`src/rtl/iir_pkg.sv`:
```
// rtl/iir_pkg.sv - shared types, coefficient indices and fixed-point helpers for the biquad cascade
package iir_pkg;

  typedef enum logic [2:0] {IDLE, PRE, MAC, POST, HOLD} state_t;

  typedef enum logic [1:0] {MAC_LOAD, MAC_ADD, MAC_SUB} mac_op_t;

  localparam logic [2:0] COEF_B0 = 3'd0;
  localparam logic [2:0] COEF_B1 = 3'd1;
  localparam logic [2:0] COEF_B2 = 3'd2;
  localparam logic [2:0] COEF_A1 = 3'd3;
  localparam logic [2:0] COEF_A2 = 3'd4;

  // All intermediate arithmetic is done in 64 bits, then clamped to the target width.
  typedef logic signed [63:0] wide_t;

  function automatic wide_t sat_hi(input int w);
    return (wide_t'(1) <<< (w - 1)) - wide_t'(1);
  endfunction

  function automatic wide_t sat_lo(input int w);
    return -(wide_t'(1) <<< (w - 1));
  endfunction

  function automatic wide_t saturate(input wide_t x, input int w);
    if (x > sat_hi(w)) return sat_hi(w);
    if (x < sat_lo(w)) return sat_lo(w);
    return x;
  endfunction

  function automatic logic sat_ovf(input wide_t x, input int w);
    return (x > sat_hi(w)) || (x < sat_lo(w));
  endfunction

  // Round half up: -1.5 becomes -1.
  function automatic wide_t round_shift(input wide_t x, input int frac);
    return (x + (wide_t'(1) <<< (frac - 1))) >>> frac;
  endfunction

endpackage

```
`src/rtl/iir_biquad_cascade_if.sv`:
```
// rtl/iir_biquad_cascade_if.sv - sample streams and coefficient write bus of the biquad cascade
interface iir_biquad_cascade_if #(
  parameter int DATA_W = 16
);
  logic                     in_valid;
  logic                     in_ready;
  logic signed [DATA_W-1:0] x_in;
  logic                     out_valid;
  logic                     out_ready;
  logic signed [DATA_W-1:0] y_out;
  logic                     coef_we;
  logic [2:0]               coef_sec;
  logic [2:0]               coef_idx;
  logic signed [DATA_W-1:0] coef_data;
  logic                     coef_ready;

  modport master (
    output in_valid, x_in, out_ready, coef_we, coef_sec, coef_idx, coef_data,
    input  in_ready, out_valid, y_out, coef_ready
  );

  modport slave (
    input  in_valid, x_in, out_ready, coef_we, coef_sec, coef_idx, coef_data,
    output in_ready, out_valid, y_out, coef_ready
  );
endinterface

```
`src/rtl/iir_mac.sv`:
```
// rtl/iir_mac.sv - one multiply per cycle with saturating ACC_W add/subtract into a result register
module iir_mac
  import iir_pkg::*;
#(
  parameter int DATA_W = 16,
  parameter int ACC_W  = 2 * DATA_W + 4
) (
  input  logic                    clk,
  input  logic                    rst,
  input  logic                    en,
  input  mac_op_t                 op,
  input  logic signed [DATA_W-1:0] a,
  input  logic signed [DATA_W-1:0] b,
  input  logic signed [ACC_W-1:0]  addend,
  output logic signed [ACC_W-1:0]  sum,
  output logic signed [ACC_W-1:0]  acc,
  output logic                    ovf
);

  wide_t prod;
  wide_t base;
  wide_t raw;

  // LOAD starts from an external addend, ADD/SUB continue from the previous result.
  always_comb begin
    prod = wide_t'(a) * wide_t'(b);
    base = (op == MAC_LOAD) ? wide_t'(addend) : wide_t'(acc);
    raw  = (op == MAC_SUB) ? base - prod : base + prod;
    sum  = ACC_W'(saturate(raw, ACC_W));
    ovf  = sat_ovf(raw, ACC_W);
  end

  always_ff @(posedge clk or posedge rst) begin
    if (rst) acc <= '0;
    else if (en) acc <= sum;
  end

endmodule

```
`src/rtl/iir_biquad_cascade.sv`:
```
// rtl/iir_biquad_cascade.sv - cascade of transposed-DF2 biquads sharing one time-multiplexed MAC
module iir_biquad_cascade
  import iir_pkg::*;
#(
  parameter int DATA_W     = 16,
  parameter int FRAC_W     = 14,
  parameter int SECTIONS   = 2,
  parameter int IN_OFFSET  = 0,
  parameter int OUT_OFFSET = 0
) (
  input  logic                 clk,
  input  logic                 rst,
  iir_biquad_cascade_if.slave  bus,
  input  logic                 clear,
  output logic                 sat_sticky
);

  localparam int ACC_W = 2 * DATA_W + 4;
  localparam int SEC_W = (SECTIONS > 1) ? $clog2(SECTIONS) : 1;
  localparam int NSLOT = 1 << SEC_W;

  typedef logic signed [DATA_W-1:0] smp_t;
  typedef logic signed [ACC_W-1:0]  acc_t;

  localparam smp_t COEF_ONE = smp_t'(1 << FRAC_W);

  state_t           state;
  logic [SEC_W-1:0] sec;
  logic [2:0]       step;
  logic             in_rdy, out_vld, coef_rdy;
  smp_t             x_reg, v, y, y_out_r;
  smp_t             coef [NSLOT][5];
  acc_t             s1 [NSLOT];
  acc_t             s2 [NSLOT];

  mac_op_t mac_op;
  smp_t    mac_a, mac_b;
  acc_t    mac_add, mac_sum, mac_acc;
  logic    mac_ovf;
  wide_t   v0_w, y_w, o_w;
  logic    coef_hit;

  assign bus.in_ready   = in_rdy;
  assign bus.out_valid  = out_vld;
  assign bus.y_out      = y_out_r;
  assign bus.coef_ready = coef_rdy;

  assign coef_hit = bus.coef_we && coef_rdy && (int'(bus.coef_sec) < SECTIONS)
                    && (bus.coef_idx <= COEF_A2);

  // Step schedule: b0*v+s1, b1*v+s2, -a1*y, b2*v, -a2*y.
  always_comb begin
    mac_op  = MAC_LOAD;
    mac_a   = coef[sec][COEF_B0];
    mac_b   = v;
    mac_add = '0;
    case (step)
      3'd0: mac_add = s1[sec];
      3'd1: begin mac_a = coef[sec][COEF_B1]; mac_add = s2[sec]; end
      3'd2: begin mac_op = MAC_SUB; mac_a = coef[sec][COEF_A1]; mac_b = y; end
      3'd3: mac_a = coef[sec][COEF_B2];
      default: begin mac_op = MAC_SUB; mac_a = coef[sec][COEF_A2]; mac_b = y; end
    endcase
    v0_w = wide_t'(x_reg) - wide_t'(IN_OFFSET);
    y_w  = round_shift(wide_t'(mac_acc), FRAC_W);
    o_w  = wide_t'(y) + wide_t'(OUT_OFFSET);
  end

  iir_mac #(.DATA_W(DATA_W), .ACC_W(ACC_W)) u_mac (
    .clk    (clk),
    .rst    (rst),
    .en     (state == MAC),
    .op     (mac_op),
    .a      (mac_a),
    .b      (mac_b),
    .addend (mac_add),
    .sum    (mac_sum),
    .acc    (mac_acc),
    .ovf    (mac_ovf)
  );

  always_ff @(posedge clk or posedge rst) begin
    if (rst) begin
      for (int s = 0; s < NSLOT; s++)
        for (int k = 0; k < 5; k++)
          coef[s][k] <= (k == 0) ? COEF_ONE : '0;
    end else if (coef_hit) begin
      coef[bus.coef_sec[SEC_W-1:0]][bus.coef_idx] <= bus.coef_data;
    end
  end

  always_ff @(posedge clk or posedge rst) begin
    if (rst) begin
      state      <= IDLE;
      in_rdy     <= 1'b1;
      coef_rdy   <= 1'b1;
      out_vld    <= 1'b0;
      y_out_r    <= '0;
      sat_sticky <= 1'b0;
      sec        <= '0;
      step       <= '0;
      x_reg      <= '0;
      v          <= '0;
      y          <= '0;
      for (int s = 0; s < NSLOT; s++) begin
        s1[s] <= '0;
        s2[s] <= '0;
      end
    end else begin
      // A clear with a same-cycle handshake zeroes state before the sample starts.
      if (clear && (state == IDLE || state == HOLD)) begin
        sat_sticky <= 1'b0;
        for (int s = 0; s < NSLOT; s++) begin
          s1[s] <= '0;
          s2[s] <= '0;
        end
      end
      case (state)
        IDLE: begin
          if (bus.in_valid) begin
            x_reg    <= bus.x_in;
            state    <= PRE;
            in_rdy   <= 1'b0;
            coef_rdy <= 1'b0;
          end
        end
        PRE: begin
          v    <= smp_t'(saturate(v0_w, DATA_W));
          if (sat_ovf(v0_w, DATA_W)) sat_sticky <= 1'b1;
          sec  <= '0;
          step <= '0;
          state <= MAC;
        end
        MAC: begin
          if (mac_ovf) sat_sticky <= 1'b1;
          case (step)
            3'd0: step <= 3'd1;
            3'd1: begin
              y <= smp_t'(saturate(y_w, DATA_W));
              if (sat_ovf(y_w, DATA_W)) sat_sticky <= 1'b1;
              step <= 3'd2;
            end
            3'd2: begin
              s1[sec] <= mac_sum;
              step    <= 3'd3;
            end
            3'd3: step <= 3'd4;
            default: begin
              s2[sec] <= mac_sum;
              v       <= y;
              step    <= '0;
              if (int'(sec) == SECTIONS - 1) state <= POST;
              else sec <= sec + 1'b1;
            end
          endcase
        end
        POST: begin
          y_out_r  <= smp_t'(saturate(o_w, DATA_W));
          if (sat_ovf(o_w, DATA_W)) sat_sticky <= 1'b1;
          out_vld  <= 1'b1;
          coef_rdy <= 1'b1;
          state    <= HOLD;
        end
        HOLD: begin
          if (bus.out_ready) begin
            out_vld <= 1'b0;
            in_rdy  <= 1'b1;
            state   <= IDLE;
          end
        end
        default: begin
          state    <= IDLE;
          in_rdy   <= 1'b1;
          coef_rdy <= 1'b1;
          out_vld  <= 1'b0;
        end
      endcase
    end
  end

endmodule

```
`src/flat_wrapper.sv`:
```
// flat-port wrapper written by rule: the top's interface ports become plain ports
module iir_biquad_cascade_flat import iir_pkg::*;
#(
  parameter int DATA_W     = 16,
  parameter int FRAC_W     = 14,
  parameter int SECTIONS   = 2,
  parameter int IN_OFFSET  = 0,
  parameter int OUT_OFFSET = 0
)
  (clk, rst, clear, sat_sticky, bus_in_valid, bus_x_in, bus_out_ready, bus_coef_we, bus_coef_sec, bus_coef_idx, bus_coef_data, bus_in_ready, bus_out_valid, bus_y_out, bus_coef_ready);
  iir_biquad_cascade_if #(.DATA_W(DATA_W)) bus_i ();
  input  logic clk;
  input  logic rst;
  input  logic clear;
  output logic sat_sticky;
  input wire logic [$bits(bus_i.in_valid)-1:0] bus_in_valid;
  input wire logic [$bits(bus_i.x_in)-1:0] bus_x_in;
  input wire logic [$bits(bus_i.out_ready)-1:0] bus_out_ready;
  input wire logic [$bits(bus_i.coef_we)-1:0] bus_coef_we;
  input wire logic [$bits(bus_i.coef_sec)-1:0] bus_coef_sec;
  input wire logic [$bits(bus_i.coef_idx)-1:0] bus_coef_idx;
  input wire logic [$bits(bus_i.coef_data)-1:0] bus_coef_data;
  output wire logic [$bits(bus_i.in_ready)-1:0] bus_in_ready;
  output wire logic [$bits(bus_i.out_valid)-1:0] bus_out_valid;
  output wire logic [$bits(bus_i.y_out)-1:0] bus_y_out;
  output wire logic [$bits(bus_i.coef_ready)-1:0] bus_coef_ready;
  assign bus_i.in_valid = bus_in_valid;
  assign bus_i.x_in = bus_x_in;
  assign bus_i.out_ready = bus_out_ready;
  assign bus_i.coef_we = bus_coef_we;
  assign bus_i.coef_sec = bus_coef_sec;
  assign bus_i.coef_idx = bus_coef_idx;
  assign bus_i.coef_data = bus_coef_data;
  assign bus_in_ready = bus_i.in_ready;
  assign bus_out_valid = bus_i.out_valid;
  assign bus_y_out = bus_i.y_out;
  assign bus_coef_ready = bus_i.coef_ready;
  iir_biquad_cascade #(.DATA_W(DATA_W), .FRAC_W(FRAC_W), .SECTIONS(SECTIONS), .IN_OFFSET(IN_OFFSET), .OUT_OFFSET(OUT_OFFSET)) u_core (.clk(clk), .rst(rst), .bus(bus_i), .clear(clear), .sat_sticky(sat_sticky));
endmodule
```
`config.mk`:
```
export PLATFORM = sky130hd
export DESIGN_NAME = iir_biquad_cascade_flat
export DESIGN_NICKNAME = d
export VERILOG_FILES = /design/src/rtl/iir_pkg.sv /design/src/rtl/iir_biquad_cascade_if.sv /design/src/rtl/iir_mac.sv /design/src/rtl/iir_biquad_cascade.sv /design/src/flat_wrapper.sv
export SDC_FILE = /design/constraint.sdc
export NUM_CORES = 2
export LEC_CHECK = 0
export BUFFER_PORTS_ARGS = -buffer_cell sky130_fd_sc_hd__buf_2
export CAP_MARGIN = 10
export CORE_UTILIZATION = 46
export CTS_CLUSTER_DIAMETER = 40
export CTS_CLUSTER_SIZE = 20
export DETAILED_ROUTE_END_ITERATION = 10
export SLEW_MARGIN = 10
export SYNTH_ARGS = -nofsm -noshare
export SYNTH_HDL_FRONTEND = slang
export SYNTH_HIERARCHICAL = 1
export SYNTH_SLANG_ARGS = --single-unit
```
`constraint.sdc`:
```
create_clock -name clk -period 14.3 [get_ports clk]
set_input_delay 2.86 -clock clk [delete_from_list [all_inputs] [get_ports clk]]
set_output_delay 2.86 -clock clk [all_outputs]
set_load 0.02 [all_outputs]
```
======== After elaboration in Yosys (flattened, before gate mapping) ========
Index checks and enable logic that the tools add are counted.
word-level totals
  output and inout port bits .............. 20
  logic and storage cells ................. 184
  flip-flop bits (word level) ............. 415
  input bits .............................. 44
cells by class
  $add $sub $neg .......................... 4
  multipliers ............................. 1
  $lt $le $gt $ge ......................... 16
  eq/ne operators ......................... 12
  reductions and logical operators ........ 28
  multiplexer cells ....................... 91
  bitwise gates (word level) .............. 6
operator list
  kind                                                  count
  2-to-1 mux 72 bit                                     6
  2-to-1 mux 36 bit                                     11
  2-to-1 mux 80 bit                                     4
  2-to-1 mux 16 bit                                     15
  bitwise mux 160 bit                                   1
  bitwise mux 72 bit                                    2
  2-to-1 mux 64 bit                                     2
  demux 80 bit (select 1 bit)                           1
  case mux 36 bit (2 select lines)                      1
  adder 64 bit                                          1
  > comparator 64 x 36 -> 1 bit, second input constant  1
  < comparator 64 x 36 -> 1 bit, second input constant  1
  case mux 16 bit (4 select lines)                      1
  subtractor 64 bit                                     1
  demux 16 bit (select 3 bit)                           1
  adder 36 x 15 -> 37 bit, second input constant        1
  demux 36 bit (select 1 bit)                           1
  > comparator 16 bit, second input constant            2
  < comparator 16 bit, second input constant            2
  multiplier 16 x 16 -> 32 bit                          1
  case mux 16 bit (2 select lines)                      1
  2-to-1 mux 1 bit                                      31
  > comparator 23 x 16 -> 1 bit, second input constant  1
  < comparator 23 x 16 -> 1 bit, second input constant  1
  33 further kinds                                      68

======== Depth between registers and ports, before layout ========
  word-level depth ........................ 16
  mapped depth ............................ 57
  gate-level depth less buffers ........... 50

======== Hierarchy ========
The synthesis kept the hierarchy.
by module, submodules not included
  module              instances  area each (um^2)  seq. area each (um^2)  cells each
  iir_biquad_cascade  1          17,957.2          9,489.1                1,709
  iir_mac             1          17,793.3          900.9                  2,229

======== Worst setup path before layout ========
OpenSTA, ideal clock, no wires.
  path kind ............................... reg-to-reg
  from .................................... reg u_core.step[1]
  to ...................................... reg u_core/s2[33] in the netlist's numbering
  library setup time ...................... 0.135 ns
  arrival ................................. 11.744 ns
  clock period less this slack ............ 11.879 ns
  required time ........................... 14.165 ns
  buffers on the path ..................... 9
  stages on the path, launching flop included .. 51
  setup slack ............................. 2.421 ns
  cells stage by stage .................... dfrtp_1 > nor2b_1 > clkbuf_1 > clkbuf_1 > nor2_1 > buf_2 > mux2_2 > clkbuf_1 > and2_1 > fa_1 > inv_1 > fa_1 > fa_1 > fa_1 > inv_1 > fa_1 > inv_1 > fa_1 > (+15 left out) > nor2_1 > ha_1 > clkbuf_2 > nand4_1 > or3_1 > nor4_1 > o21ai_0 > and3b_1 > nor4_1 > o21bai_1 > nor4_1 > nand4_1 > buf_2 > nand2_2 > buf_2 > o21ai_0 > nand2_1 > o21ai_0
on the way
  elaborated cells on any way between the ends .. 28
  those cells by class .................... add/sub (2); mul (1); order compare (2); eq/ne (4); mux (15); reduce/logical (4)
RTL lines
  what                                                      line                       RTL
  from (decl)                                               iir_biquad_cascade.sv:29   logic [2:0] step;
  from (signal assigned)                                    iir_biquad_cascade.sv:101  step <= '0;
  from (signal assigned)                                    iir_biquad_cascade.sv:131  step <= '0;
  from (signal assigned)                                    iir_biquad_cascade.sv:137  3'd0: step <= 3'd1;
  equality test 3 x 1 -> 1 bit (tied with other cells)      iir_biquad_cascade.sv:57   case (step)
  OR reduction 3 bit (no source line) (*)                   -
  2-to-1 mux 16 bit (*)                                     iir_biquad_cascade.sv:57
  named net u_core.mac_b[6]                                 iir_biquad_cascade.sv:37   smp_t mac_a, mac_b;
  multiplier 16 x 16 -> 32 bit (*)                          iir_mac.sv:26              prod = wide_t'(a) * wide_t'(b);
  adder 64 bit / subtractor 64 bit (equally long branches)  iir_mac.sv:28              raw = (op == MAC_SUB) ? base - prod : base + prod;
  2-to-1 mux 64 bit (*)                                     iir_mac.sv:28
  < comparator 64 x 36 -> 1 bit                             iir_pkg.sv:27              if (x < sat_lo(w)) return sat_lo(w);
  2-to-1 mux 1 bit (2 in a row)                             iir_pkg.sv:27
  2-to-1 mux 36 bit                                         iir_pkg.sv:28              return x;
  2-to-1 mux 36 bit (*)                                     iir_pkg.sv:27
  named net u_core.mac_sum[33]                              iir_biquad_cascade.sv:38   acc_t mac_add, mac_sum, mac_acc;
  bitwise mux 72 bit (*)                                    iir_biquad_cascade.sv:149  s2[sec] <= mac_sum;
  2-to-1 mux 72 bit (*)                                     iir_biquad_cascade.sv:136  case (step)
  2-to-1 mux 72 bit (*)                                     iir_biquad_cascade.sv:118  case (state)
  to (signal, indexed assignment)                           iir_biquad_cascade.sv:149
  to (decl)                                                 iir_biquad_cascade.sv:34   acc_t s2 [NSLOT];
The timed path passes the listed nets; every way through them passes the cells marked *. The select of a mux whose other input is x is not followed.
A chain may end at the register's enable or synchronous reset.

======== Worst setup path in the final report ========
  from .................................... reg u_core.step[0]
  to ...................................... reg u_core/s2[2] in the netlist's numbering
on the way
  elaborated cells on any way between the ends .. 28
  those cells by class .................... add/sub (2); mul (1); order compare (2); eq/ne (4); mux (15); reduce/logical (4)
RTL lines
  what                                                      line
  equality test 3 x 2 -> 1 bit (tied with other cells)      iir_biquad_cascade.sv:57
  case mux 16 bit (4 select lines) (*)                      iir_biquad_cascade.sv:57
  named net u_core.mac_a[13]                                iir_biquad_cascade.sv:37
  multiplier 16 x 16 -> 32 bit (*)                          iir_mac.sv:26
  adder 64 bit / subtractor 64 bit (equally long branches)  iir_mac.sv:28
  2-to-1 mux 64 bit (*)                                     iir_mac.sv:28
  < comparator 64 x 36 -> 1 bit                             iir_pkg.sv:27
  2-to-1 mux 1 bit (2 in a row)                             iir_pkg.sv:27
  2-to-1 mux 36 bit                                         iir_pkg.sv:28
  2-to-1 mux 36 bit (*)                                     iir_pkg.sv:27
  named net u_core.mac_sum[2]                               iir_biquad_cascade.sv:38
  bitwise mux 72 bit (*)                                    iir_biquad_cascade.sv:149
  2-to-1 mux 72 bit (*)                                     iir_biquad_cascade.sv:136
  2-to-1 mux 72 bit (*)                                     iir_biquad_cascade.sv:118
Marked as above.

==> impl_metrics.yaml <==
run_status:
  status: "complete, no violations"
setup_path:
  reg2reg_from: "u_core/step[0]$_DFFE_PP0P_"
  start_kind: "flip-flop"
  r2r-end: "u_core/s2[2]$_DFF_PP0_"
  cp_max_fo: 41
  arrival_ns: 13.99
  path_class: "reg -> reg"
  cpPeakStageDelay_ns: 0.69
  rrSetupSlack_ns: 0.81
  ff2ff_path_depth: 49
  critPathMostFrequentCell: "fa_1"
  crit_path_end_kind: "flip-flop"
  slowest_stage: "a21oi_1"
  worstPathRequired_ns: 14.81
min_path:
  hold_start: "u_core/s2[65]$_DFF_PP0_"
  hold_end: "u_core/s2[65]$_DFF_PP0_"
  hold_path_depth: 2
  hp-class: "reg -> reg"
drt:
  drt_iter0_drc: 2453
  drt_wl_total_mm: 102
  dr.pass1.iters: 5
  vias: 28600
  wire_per_inst_um: 20.6
  routed_via_density: 5.75
  drt.antenna.violating_nets: 0
  route.detailed.drc: 0
floorplanning:
  start_util: 0.468
  die_h_um: 281
  ios: 64
  die_w_um: 281
  die-area_sq_mm: 0.0788
  core-area_sq_mm: 0.0765
  rows: 101
grt:
  gr-total-overflow: 0
  grt_pass1_vias: 28400
  grt_start_max_net_pins: 119
  grt_pass1_wl_mm: 164
  grt_usage: 0.264
  antenna_found_initial: 0
sta:
  drv_slew: 0
  hold_viol_final: 0
  fin_crit_sh: 0.943
  fmax_ghz: 0.0741
  maxSlewHeadroom: 0.177
  min_period_ns: 13.49
  setup-violations-final: 0
  finalClockSkew_ns: 0.0539
  worst_slew_pin_slew_ns: 1.23
  whs_ns: 0.491
synthesis:
  syn-cell-area_sq_mm: 0.0358
  yosysSeqAreaShare: 0.291
  ys_warn_count: 6
  avgSynthCellArea_sq_um: 9.08
  synthArstFlopShare: 1.00
  synth_edf_count: 0
  synth_ff_type: "dfrtp_1"
  synth.distinct_cells: 99
  synth_cells: 3938
  ys_ff_latch: 415
clock_network:
  tritoncts: "done"
  htreeDepth: 2
  cts_max_path_buffers: 3
  root_buffer: "clkbuf_16"
  numCtsBuffers: 57
  clk-insertion-delay-late_ns: 0.64
  clk_pin_slew_worst_paths_ns: 0.06
  cts.sinks: 415
placement:
  dpl.hpwl_mm: 73.1
  place_congestion: 0.929
  io_buffers: 63
finish:
  top_regs: "u_core/coef (160), u_core/s1 (72), u_core/s2 (72)"
  nFillCells: 7177
  top_register: "u_core/coef"
  antenna_cells: 0
  final_nets: 4348
  layout-drive-gt1-share: 0.146
  largest_reg_flops: 160
  syn_to_final_growth_pct: 9.21
  layout_common_cells: "nand2_1, dfrtp_1, inv_1"
  layout_commonest_cell: "nand2_1"
job:
  max_cap_violations: 0
-- layout make-up --
class	instances	area, sq um	area share
clock buffer	62	1490	0.0380
clock inverter	45	554	0.0142
inverter	387	1460	0.0374
multi-input combinational	2903	23000	0.590
sequential	415	10400	0.266
tap	1030	1290	0.0330
timing repair buffer	129	843	0.0216
-- critical path, delay by kind of cell (launching register included) --
family | cells | cell delay [ns]
adders and majority gates | 9 | 4.07
xor gates and xnor gates | 1 | 0.19
DFF | 1 | 0.48
AOI/OAI and AO/OA | 13 | 3.85
and+or+nand+nor | 19 | 3.60
buffers and inverters | 7 | 1.15
-- worst max-delay path by stage --
stage                                           from                          endpoint  slack [ns]  depth (start not counted)
final                     u_core/step[0]$_DFFE_PP0P_            u_core/s2[2]$_DFF_PP0_        0.81                         49
after global routing      u_core/step[0]$_DFFE_PP0P_           u_core/s1[20]$_DFF_PP0_       -0.02                         49
after CTS                 u_core/step[2]$_DFFE_PP0P_           u_core/s1[10]$_DFF_PP0_        0.40                         47
after detailed placement  u_core/step[2]$_DFFE_PP0P_           u_core/s1[10]$_DFF_PP0_        0.48                         48
after global placement    u_core/step[2]$_DFFE_PP0P_           u_core/s1[34]$_DFF_PP0_        0.60                         49
after floorplan                                  rst  u_core/bus.out_valid$_DFFE_PP0P_        0.92                          1
-- metrics by stage --
step	setup TNS [ns]	instances	area [sq um]	worst slack [ns]	utilization
floorplan	0	3940	35800	0.918	-
global placement	0	4864	37000	0.604	0.484
detailed placement	0	4864	37000	0.484	0.484
CTS	0	4971	39000	0.404	0.510
global route	-0.0810	4971	39000	-0.0180	0.511
finish	0	4971	39000	0.812	0.511
-- cell families (layout without fill, tap and decap cells) --
| family | after synthesis | in the layout | synth area share |
|---|---|---|---|
| muxes | 354 | 354 | 0.108 |
| other | 1 | 3 | 0.000105 |
| and+or+nand+nor | 1169 | 1169 | 0.153 |
| AOI/OAI and AO/OA | 839 | 839 | 0.149 |
| buffers and inverters | 622 | 623 | 0.0687 |
| adders and majority gates | 411 | 411 | 0.199 |
| DFF | 415 | 415 | 0.291 |
| xor gates and xnor gates | 127 | 127 | 0.0317 |
-- synth_stat cells, types with 15 or more instances --
library cell  count  area share
fa_1            263        0.15
ha_1            148       0.052
clkbuf_1        153       0.016
xnor2_1          78       0.019
buf_2            44      0.0062
o21a_1           22      0.0046
o21ai_0         236       0.033
and2_1          136       0.024
mux2_2          244       0.077
nor2b_1          17      0.0030
buf_1            25      0.0026
nor4_1           15      0.0026
mux2i_1         110       0.031
xor2_1           47       0.012
inv_1           385       0.040
o211ai_1         22      0.0046
a211oi_1         41      0.0086
nor3_1           32      0.0045
nand3_1          74       0.010
o22ai_1          48      0.0084
nand2_1         568       0.060
nor2_1          178       0.019
nand2b_1         25      0.0044
a221oi_1         15      0.0037
a221o_1          21      0.0059
a31oi_1          54      0.0094
a21boi_0         16      0.0034
dfrtp_1         411        0.29
a21oi_1         208       0.029
nand4_1          42      0.0073
a21o_1           25      0.0052
-- layer usage --
metal  wire length, um  share of wire  vias to the layer above  global-route usage
li1                  -              -                    13300                   -
met1             47800           0.47                    14300               0.383
met2             46800           0.46                      808               0.424
met3              5960          0.058                      124              0.0338
met4              1740          0.017                        0              0.0486
met5                 0              0                        -                   0
-- repair_timing --
action,CTS,global route
setup endpoints to repair,0,176
buffers inserted,0,0
resized for setup,0,33
hold buffers,0,0
Power is left out: the tool's default activity adds up to more than one toggle a clock period on the data nets, which glitch-free logic cannot reach.
